--- src/rtl/noobs_defs.sv ---
// Shared definitions for the NoobsCPU boot loader / memory dumper.
package noobs_defs;

  // Number of special-purpose addresses at the bottom of each data memory.
  localparam int unsigned DEF_DATA_OFFSET = 8;

  // Loader sequencing states.
  typedef enum logic [2:0] {
    ST_LOAD,
    ST_COOL,
    ST_RUN,
    ST_DUMP_RD,
    ST_DUMP_OUT,
    ST_DONE
  } state_t;

endpackage

--- src/rtl/cool_counter.sv ---
// Loadable down-counter with a done flag, used for reset sequencing.
// done_o is high during the last enabled cycle of a loaded count.
module cool_counter #(
  parameter int unsigned CNT_W = 6
) (
  input  logic             clk_i,
  input  logic             reset_ni,
  input  logic             load_i,
  input  logic [CNT_W-1:0] load_val_i,
  input  logic             en_i,
  output logic             done_o
);

  logic [CNT_W-1:0] cnt_q, cnt_d;

  // Next count: load has priority; stop at zero.
  always_comb begin
    cnt_d = cnt_q;
    if (load_i) begin
      cnt_d = load_val_i;
    end else if (en_i && (cnt_q != '0)) begin
      cnt_d = cnt_q - CNT_W'(1);
    end
  end

  // Count register.
  always_ff @(posedge clk_i or negedge reset_ni) begin
    if (!reset_ni) begin
      cnt_q <= '0;
    end else begin
      cnt_q <= cnt_d;
    end
  end

  assign done_o = en_i && (cnt_q == CNT_W'(1));

endmodule

--- src/rtl/mem_loader.sv ---
// Boot loader / memory dumper for the NoobsCPU system.
// Loads NUM_CH memory images from a byte stream, holds the CPU in reset
// through load and cool-off, then optionally streams a data memory back out.
// Optional feature macro: MEM_LOADER_DUMP_EN (dump path; RUN is terminal without it).
module mem_loader
  import noobs_defs::*;
#(
  parameter int unsigned ADDR_W      = 12,
  parameter int unsigned DATA_W      = 8,
  parameter int unsigned NUM_CH      = 2,
  parameter int unsigned DATA_OFFSET = DEF_DATA_OFFSET,
  parameter int unsigned COOL_CYCLES = 32,
  parameter int unsigned DUMP_CH     = 1,
  parameter int unsigned DUMP_START  = 8
) (
  input  logic              clk,
  input  logic              reset_,
  input  logic              s_valid,
  output logic              s_ready,
  input  logic [DATA_W-1:0] s_data,
  input  logic              s_last,
  output logic [NUM_CH-1:0] mem_sel,
  output logic [ADDR_W-1:0] mem_addr,
  output logic [DATA_W-1:0] mem_wdata,
  output logic              mem_wr,
  output logic              mem_rd,
  input  logic [DATA_W-1:0] mem_rdata,
  output logic              bus_own,
  output logic              cpu_reset_,
  output logic              load_done,
  output logic              ovf_err,
  input  logic              dump_req,
  output logic              dump_valid,
  input  logic              dump_ready,
  output logic [DATA_W-1:0] dump_data,
  output logic              dump_last
);

  localparam int unsigned CH_W  = (NUM_CH > 1) ? $clog2(NUM_CH) : 1;
  localparam int unsigned CNT_W = $clog2(COOL_CYCLES + 1);
  localparam logic [ADDR_W-1:0] ADDR_MAX = '1;

  state_t            state_q, state_d;
  logic [CH_W-1:0]   ch_q, ch_d;
  logic [ADDR_W-1:0] ptr_q, ptr_d;
  logic              sready_q, sready_d;
  logic [NUM_CH-1:0] sel_q, sel_d;
  logic [ADDR_W-1:0] addr_q, addr_d;
  logic [DATA_W-1:0] wdata_q, wdata_d;
  logic              wr_q, wr_d;
  logic              rd_q, rd_d;
  logic              done_q, done_d;
  logic              ovf_q, ovf_d;
  logic              beat, at_top, cnt_load, cnt_done;
`ifdef MEM_LOADER_DUMP_EN
  logic [ADDR_W-1:0] daddr_q, daddr_d;
  logic              dvalid_q, dvalid_d;
  logic [DATA_W-1:0] ddata_q, ddata_d;
  logic              dlast_q, dlast_d;
`endif

  cool_counter #(
    .CNT_W(CNT_W)
  ) u_cool (
    .clk_i     (clk),
    .reset_ni  (reset_),
    .load_i    (cnt_load),
    .load_val_i(CNT_W'(COOL_CYCLES)),
    .en_i      (state_q == ST_COOL),
    .done_o    (cnt_done)
  );

  assign beat   = s_valid && sready_q;
  assign at_top = (ptr_q == ADDR_MAX);

  // Next-state and registered-output computation.
  always_comb begin
    state_d  = state_q;
    ch_d     = ch_q;
    ptr_d    = ptr_q;
    sel_d    = '0;
    addr_d   = addr_q;
    wdata_d  = wdata_q;
    wr_d     = 1'b0;
    rd_d     = 1'b0;
    done_d   = done_q;
    ovf_d    = ovf_q;
    cnt_load = 1'b0;
`ifdef MEM_LOADER_DUMP_EN
    daddr_d  = daddr_q;
    dvalid_d = dvalid_q;
    ddata_d  = ddata_q;
    dlast_d  = dlast_q;
`endif
    case (state_q)
      ST_LOAD: begin
        if (beat) begin
          wr_d        = 1'b1;
          addr_d      = ptr_q;
          wdata_d     = s_data;
          sel_d[ch_q] = 1'b1;
          // Reaching the top address closes the image instead of wrapping.
          if (at_top && !s_last) ovf_d = 1'b1;
          if (s_last || at_top) begin
            if (ch_q == CH_W'(NUM_CH - 1)) begin
              state_d  = ST_COOL;
              done_d   = 1'b1;
              cnt_load = 1'b1;
            end else begin
              ch_d  = ch_q + CH_W'(1);
              ptr_d = ADDR_W'(DATA_OFFSET);
            end
          end else begin
            ptr_d = ptr_q + ADDR_W'(1);
          end
        end
      end
      ST_COOL: begin
        if (cnt_done) state_d = ST_RUN;
      end
`ifdef MEM_LOADER_DUMP_EN
      ST_RUN: begin
        if (dump_req) begin
          state_d        = ST_DUMP_RD;
          daddr_d        = ADDR_W'(DUMP_START);
          rd_d           = 1'b1;
          sel_d[DUMP_CH] = 1'b1;
          addr_d         = ADDR_W'(DUMP_START);
        end
      end
      ST_DUMP_RD: begin
        state_d = ST_DUMP_OUT;
      end
      // First DUMP_OUT cycle captures read data; later cycles wait for ready.
      ST_DUMP_OUT: begin
        if (!dvalid_q) begin
          dvalid_d = 1'b1;
          ddata_d  = mem_rdata;
          dlast_d  = (daddr_q == ADDR_MAX);
        end else if (dump_ready) begin
          dvalid_d = 1'b0;
          dlast_d  = 1'b0;
          if (dlast_q) begin
            state_d = ST_DONE;
          end else begin
            state_d        = ST_DUMP_RD;
            daddr_d        = daddr_q + ADDR_W'(1);
            rd_d           = 1'b1;
            sel_d[DUMP_CH] = 1'b1;
            addr_d         = daddr_q + ADDR_W'(1);
          end
        end
      end
`endif
      default: ;
    endcase
    sready_d = (state_d == ST_LOAD);
  end

  // State and output registers.
  always_ff @(posedge clk or negedge reset_) begin
    if (!reset_) begin
      state_q  <= ST_LOAD;
      ch_q     <= '0;
      ptr_q    <= '0;
      sready_q <= 1'b0;
      sel_q    <= '0;
      addr_q   <= '0;
      wdata_q  <= '0;
      wr_q     <= 1'b0;
      rd_q     <= 1'b0;
      done_q   <= 1'b0;
      ovf_q    <= 1'b0;
    end else begin
      state_q  <= state_d;
      ch_q     <= ch_d;
      ptr_q    <= ptr_d;
      sready_q <= sready_d;
      sel_q    <= sel_d;
      addr_q   <= addr_d;
      wdata_q  <= wdata_d;
      wr_q     <= wr_d;
      rd_q     <= rd_d;
      done_q   <= done_d;
      ovf_q    <= ovf_d;
    end
  end

`ifdef MEM_LOADER_DUMP_EN
  // Dump stream registers.
  always_ff @(posedge clk or negedge reset_) begin
    if (!reset_) begin
      daddr_q  <= '0;
      dvalid_q <= 1'b0;
      ddata_q  <= '0;
      dlast_q  <= 1'b0;
    end else begin
      daddr_q  <= daddr_d;
      dvalid_q <= dvalid_d;
      ddata_q  <= ddata_d;
      dlast_q  <= dlast_d;
    end
  end

  assign dump_valid = dvalid_q;
  assign dump_data  = ddata_q;
  assign dump_last  = dlast_q;
`else
  logic unused_dump;
  assign unused_dump = ^{dump_req, dump_ready, mem_rdata, DUMP_CH[0], DUMP_START[0]};
  assign dump_valid  = 1'b0;
  assign dump_data   = '0;
  assign dump_last   = 1'b0;
`endif

  assign s_ready    = sready_q;
  assign mem_sel    = sel_q;
  assign mem_addr   = addr_q;
  assign mem_wdata  = wdata_q;
  assign mem_wr     = wr_q;
  assign mem_rd     = rd_q;
  assign load_done  = done_q;
  assign ovf_err    = ovf_q;
  assign cpu_reset_ = (state_q == ST_RUN);
  assign bus_own    = (state_q != ST_RUN);

endmodule

--- config.mk ---
export PLATFORM = sky130hd
export DESIGN_NAME = mem_loader
export DESIGN_NICKNAME = d
export VERILOG_FILES = /design/src/rtl/noobs_defs.sv /design/src/rtl/cool_counter.sv /design/src/rtl/mem_loader.sv
export SDC_FILE = /design/constraint.sdc
export NUM_CORES = 1
export LEC_CHECK = 0
export CORE_MARGIN = 2
export CORE_UTILIZATION = 28
export DETAILED_ROUTE_END_ITERATION = 6
export GPL_ROUTABILITY_DRIVEN = 1
export GPL_TIMING_DRIVEN = 0
export PLACE_DENSITY = 0.55
export SLEW_MARGIN = 20
export SYNTH_ARGS = -nofsm -noshare
export SYNTH_HDL_FRONTEND = slang
export SYNTH_SLANG_ARGS = --single-unit
--- constraint.sdc ---
create_clock -name clk -period 2.4 [get_ports clk]
set_clock_uncertainty 0.2 [all_clocks]
set_input_delay 0.36 -clock clk [delete_from_list [all_inputs] [get_ports clk]]
set_output_delay 0.36 -clock clk [all_outputs]
set_load 0.02 [all_outputs]
# Word level (Yosys, flattened, before mapping)
# Index checks and enable logic that the tools add are counted.
# classes
n_addsub	3
order_cmp	2
eq_ne	6
mux	20
n_reduce_logical	16
# ops
cell	n
$mux 12	2
$add 12x1->12 const B	1
$eq 12x12->1 const B	1
$mux 3	4
$mux 6	2
$reduce_and 3->1	3
$mux 1	8
$eq 6x1->1 const B	1
$logic_not 3->1	2
$pmux 3 s2	1
$reduce_bool 6->1	1
$sub 6x1->6 const B	1
$logic_and 1x1->1	5
$mux 2	2
$reduce_and 4->1	1
$eq 3x1->1 const B	1
$eq 3x2->1 const B	1
$ne 3x2->1 const B	1
$lt 1x2->1 const B	1
$ne 2x2->1 const B	1
$reduce_and 2->1	1
$reduce_bool 2->1	1
$add 1x1->1 const B	1
$demux 1 s1	1
3 further kinds	3
# word_totals
reg_bits	48
input_bits	22
output_inout_bits	39
wordCells	58

# Longest topological paths before layout
# logic_depth
word_depth	6
depth_mapped	7
ltp_nobuf	6

# Cells and area by module
# A second synthesis with hierarchy kept.
# unflattened
hier_cells	256
hier_area_um2	2331.0
# by_module_without_submodules
module	instances	cells_per_inst	area_per_inst_um2	seq_area_each_um2
mem_loader	1	209	1905.6	1051.0
cool_counter	1	47	425.4	150.1

# Least setup slack after synthesis
# OpenSTA, ideal clock, no wires.
# synth_timing
kind	reg2reg
from	reg ptr_q[0]
to	reg u_cool.cnt_q[5]
setup_time_ps	131
arrival_ps	1797
path_slack_ps	271
stages_incl_launch_ff	7
n_path_buf	1
cell_sequence	dfrtp_1 > ha_1 > and3_1 > clkbuf_1 > a31oi_2 > nor3_2 > or3_1
# synth_via
elab_chain_len	6
elab_cells_between_ends	7
# synth_rtl
element	line	rtl
from (decl)	mem_loader.sv:45	logic [ADDR_W-1:0] ptr_q, ptr_d;
from (signal assigned)	mem_loader.sv:177	ptr_q <= ptr_d;
$eq 12x12->1 (*)	mem_loader.sv:74	assign at_top = (ptr_q == ADDR_MAX);
$logic_or 1x1->1 (*)	mem_loader.sv:104	if (s_last || at_top) begin
$mux 1 (*)	mem_loader.sv:104	
$mux 1 (*)	mem_loader.sv:97	if (beat) begin
$mux 1 (*)	mem_loader.sv:95	case (state_q)
$mux 6 / $reduce_bool 2->1 (equally long branches)	--	
to (signal assigned)	cool_counter.sv:31	cnt_q <= cnt_d;
to (decl)	cool_counter.sv:14	logic [CNT_W-1:0] cnt_q, cnt_d;
# Mark *: on every way between the ends. The rest lies on a longest branch, timed or not.
# A chain may end at the register's enable or synchronous reset.

# Worst setup path after layout
# layout_timing
from	reg ptr_q[0]
to	reg ptr_q[7]
# layout_via
elab_chain_len	4
elab_cells_between_ends	6
# layout_rtl
element
branches (longest 4 deep; another with $add 12x1->12)
# Several ways; the timed one is not identified.

==> qor.csv <==
stage;metric;value;unit
outcome;status;finished, final reports clean;
sta;RSZ-0062 raised after global routing;true;
global_routing;vias in the first global route;1765;
global_routing;global-route wire length before repair;7960;um
detailed_routing;First-pass DRT Iterations;4;
logic_synthesis;Synth Cell Area;2220;sq um
detailed_routing;WL per Instance;11.3;um
finish;fraction of layout cells with a size suffix above 1;8.47;%
finish;Ant. Diodes;0;
clock_network;Clock transition at path regs;0.08;ns
floorplanning;Initial Utilization;28.8;%
clock_network;clock sink count;48;
detailed_routing;residual DRC count;0;
clock_network;cts bufs inserted;5;
clock_network;# H-tree levels;2;
logic_synthesis;fraction of registers with async set/reset;100;%
clock_network;clk_lat worst skew;0.29;ns
setup_path;Worst Path Arrival;2.24;ns
sta;Tcrit/Tclk final;93.9;%
logic_synthesis;post-synth cell types;38;
flow_run;number of max-cap violations;0;
floorplanning;DIE HEIGHT;93.0;um
finish;commonest non-fill, non-tap cell in the layout;nand2_1;
clock_network;CTS Root Buffer Type;clkbuf_8;
finish;Final #Nets;320;
detailed_routing;Starting DRT DRC Count;65;
power;Peak supply drop;0.000451;V
floorplanning;Die Area;8640;sq um
setup_path;Crit Path Class;flop to flop;
logic_synthesis;ys flop type;dfrtp_1;
logic_synthesis;sequential-to-total area share from yosys stat;54.2;%
floorplanning;Placeable Area;7690;sq um
place;Area after DPL;2760;sq um
logic_synthesis;Ys Warns;0;
detailed_routing;drt via density;4.36;
sta;final critical path time including I/O delays and setup;2.25;ns
setup_path;Setup crit start kind;flop;
sta;final hold vios;0;
setup_path;Slowest-stage cell, CP;dfrtp_1;
sta;Max Clk Rate;444;MHz
global_routing;gr ovfl total;0;
sta;Slew HR;59.9;%
logic_synthesis;Seq cells post-synth;48;
setup_path;CP max stage delay;0.44;ns
detailed_routing;Vias;1729;
floorplanning;# rows;32;
logic_synthesis;syn avg cell area;9.31;sq um
detailed_routing;Detail Route Antenna Nets;0;
setup_path;CP Cell Sequence;ha_1 > and3_1 > clkbuf_1 > a31oi_4 > nand2_1 > o311ai_1;
finish;area grow syn2layout;29.9;%
sta;worst slew pin tran;0.602;ns
sta;final setup violation count;0;
place;number of buffers added on ports;38;
sta;Max Transition Viols Final;0;
power;Power Dens Cells;986;nW/um^2
floorplanning;IO Count;61;
finish;post-route cell area;2880;sq um
finish;most frequent cells in the layout;nand2_1 (67), dfrtp_1 (48), clkdlybuf4s50_1 (37), nor2_1 (15), buf_4 (12);
power;Pleak;1.35;nW
global_routing;largest net degree at the start of global routing;49;
global_routing;initial antenna violation count;0;
sta;setup_tns;0;ns
place;Detailed Place HPWL;3170;um
clock_network;CTS tree;done;
setup_path;WP data required;2.39;ns
setup_path;CP Max Fanout;9;
detailed_routing;highest routed layer;met4;
logic_synthesis;Post-synth EDFFs;0;
detailed_routing;wire length on met3;220;um
place;GP Congestion;0.774;
clock_network;CTS Buffer Depth;2;
finish;fin util;37.4;%
detailed_routing;WL met1;2020;um
setup_path;Crit. End Element;flop;
worst_hold_path;worst hold path type;flop to flop;
detailed_routing;routed wire length;4480;um
logic_synthesis;count of mapped cells out of synthesis;238;
global_routing;gr usage total;11.4;%
detailed_routing;WL met2;2170;um
floorplanning;Die Width;93.0;um
-- synthesized netlist by cell type (2+ instances only) --
master | number | share of area, %
buf_4 | 11 | 3.7
ha_1 | 4 | 2.3
and3_1 | 4 | 1.1
or3_1 | 3 | 0.85
clkbuf_1 | 7 | 1.2
xor2_1 | 6 | 2.4
nand2_1 | 67 | 11
o21ai_1 | 10 | 2.3
nand4_1 | 4 | 1.1
nor3_1 | 7 | 1.6
a21oi_1 | 4 | 0.90
o311ai_1 | 2 | 0.79
and4_1 | 3 | 1.2
dfrtp_1 | 48 | 54
nand3_1 | 11 | 2.5
inv_1 | 11 | 1.9
nor2_1 | 15 | 2.5
-- registers in the layout, summed over array words and instances, names as in the netlist, 2 cells and up --
register / cells
mem_wdata: 8
mem_addr: 12
state_q: 3
mem_sel: 2
ptr_q: 12
u_cool.cnt_q: 6
-- critical path, delay by kind of cell, from the launching register on --
family	cells	cell delay [ns]
AOI/OAI and AO/OA	2	0.67
DFF	1	0.44
and+or+nand+nor	2	0.42
adders and majority gates	1	0.26
buffers and inverters	1	0.17
-- worst paths after layout --
check                                       from                  endpoint  slack (ns)  cells past startpoint
setup / recovery            ptr_q[0]$_DFFE_PN0P_      ptr_q[7]$_DFFE_PN0P_        0.15                      6
hold / removal             load_done$_DFFE_PN0P_     load_done$_DFFE_PN0P_        0.27                      1
setup reg to reg            ptr_q[0]$_DFFE_PN0P_      ptr_q[7]$_DFFE_PN0P_        0.15                      6
hold reg to reg            load_done$_DFFE_PN0P_     load_done$_DFFE_PN0P_        0.27                      1
max in group asynchronous                 reset_  mem_wdata[6]$_DFFE_PN0P_        1.18                      2
min in group asynchronous                 reset_  mem_addr[11]$_DFFE_PN0P_        0.42                      2
-- power by group --
group	internal (mW)	total (mW)	switching [mW]
Combinational	0.517	1.10	0.582
Sequential	1.05	1.25	0.205
Clock	0.235	0.486	0.250
Total	1.80	2.84	1.04
-- stage by stage --
step / cells / worst slack [ns] / total power, mW / hold WS (ns)
floorplan: 248 / 0.271 / 1.92 / -0.136
finish: 397 / 0.147 / 2.84 / 0.275
global placement: 388 / -0.690 / 2.35 / 0.255
global route: 397 / -0.00689 / 3.08 / 0.300
CTS: 397 / 0.0925 / 2.88 / 0.278
detailed placement: 388 / -0.0307 / 2.38 / 0.219
-- cells by family after synthesis --
logic type | synth area share, %
other | 0.169
multiplexers | 0.452
buffers and inverters | 7.11
AO/OA/AOI/OAI | 8.64
adder cells (fa/ha/maj) | 2.26
flip-flops | 54.2
AND/OR/NAND/NOR | 24.4
XOR/XNOR | 2.77
-- timing repair --
action                                 in CTS  in global routing
hold buffers                                1                  0
cloned                                      0                  0
setup endpoints to repair                   2                  9
endpoints found under the hold margin      48                  0
gates resized for setup                     1                  2
setup buffers                               0                  0
-- routing by layer --
layer | global-route usage [%] | up-vias
met3 | 2.69 | 8
met2 | 19.7 | 41
li1 | - | 884
met1 | 14.0 | 796
met4 | 3.80 | 0
met5 | 0 | -
-- area by class of cell --
| class | count | area (sq um) |
|---|---|---|
| buffer | 19 | 113 |
| clock buffer | 8 | 90.1 |
| fill | 810 | 4810 |
| inverter | 12 | 45.0 |
| multi-input combinational | 169 | 913 |
| sequential | 48 | 1200 |
| tap | 102 | 128 |
| timing repair buffer | 39 | 388 |
Note: power is estimated with default switching activity, not from simulation.
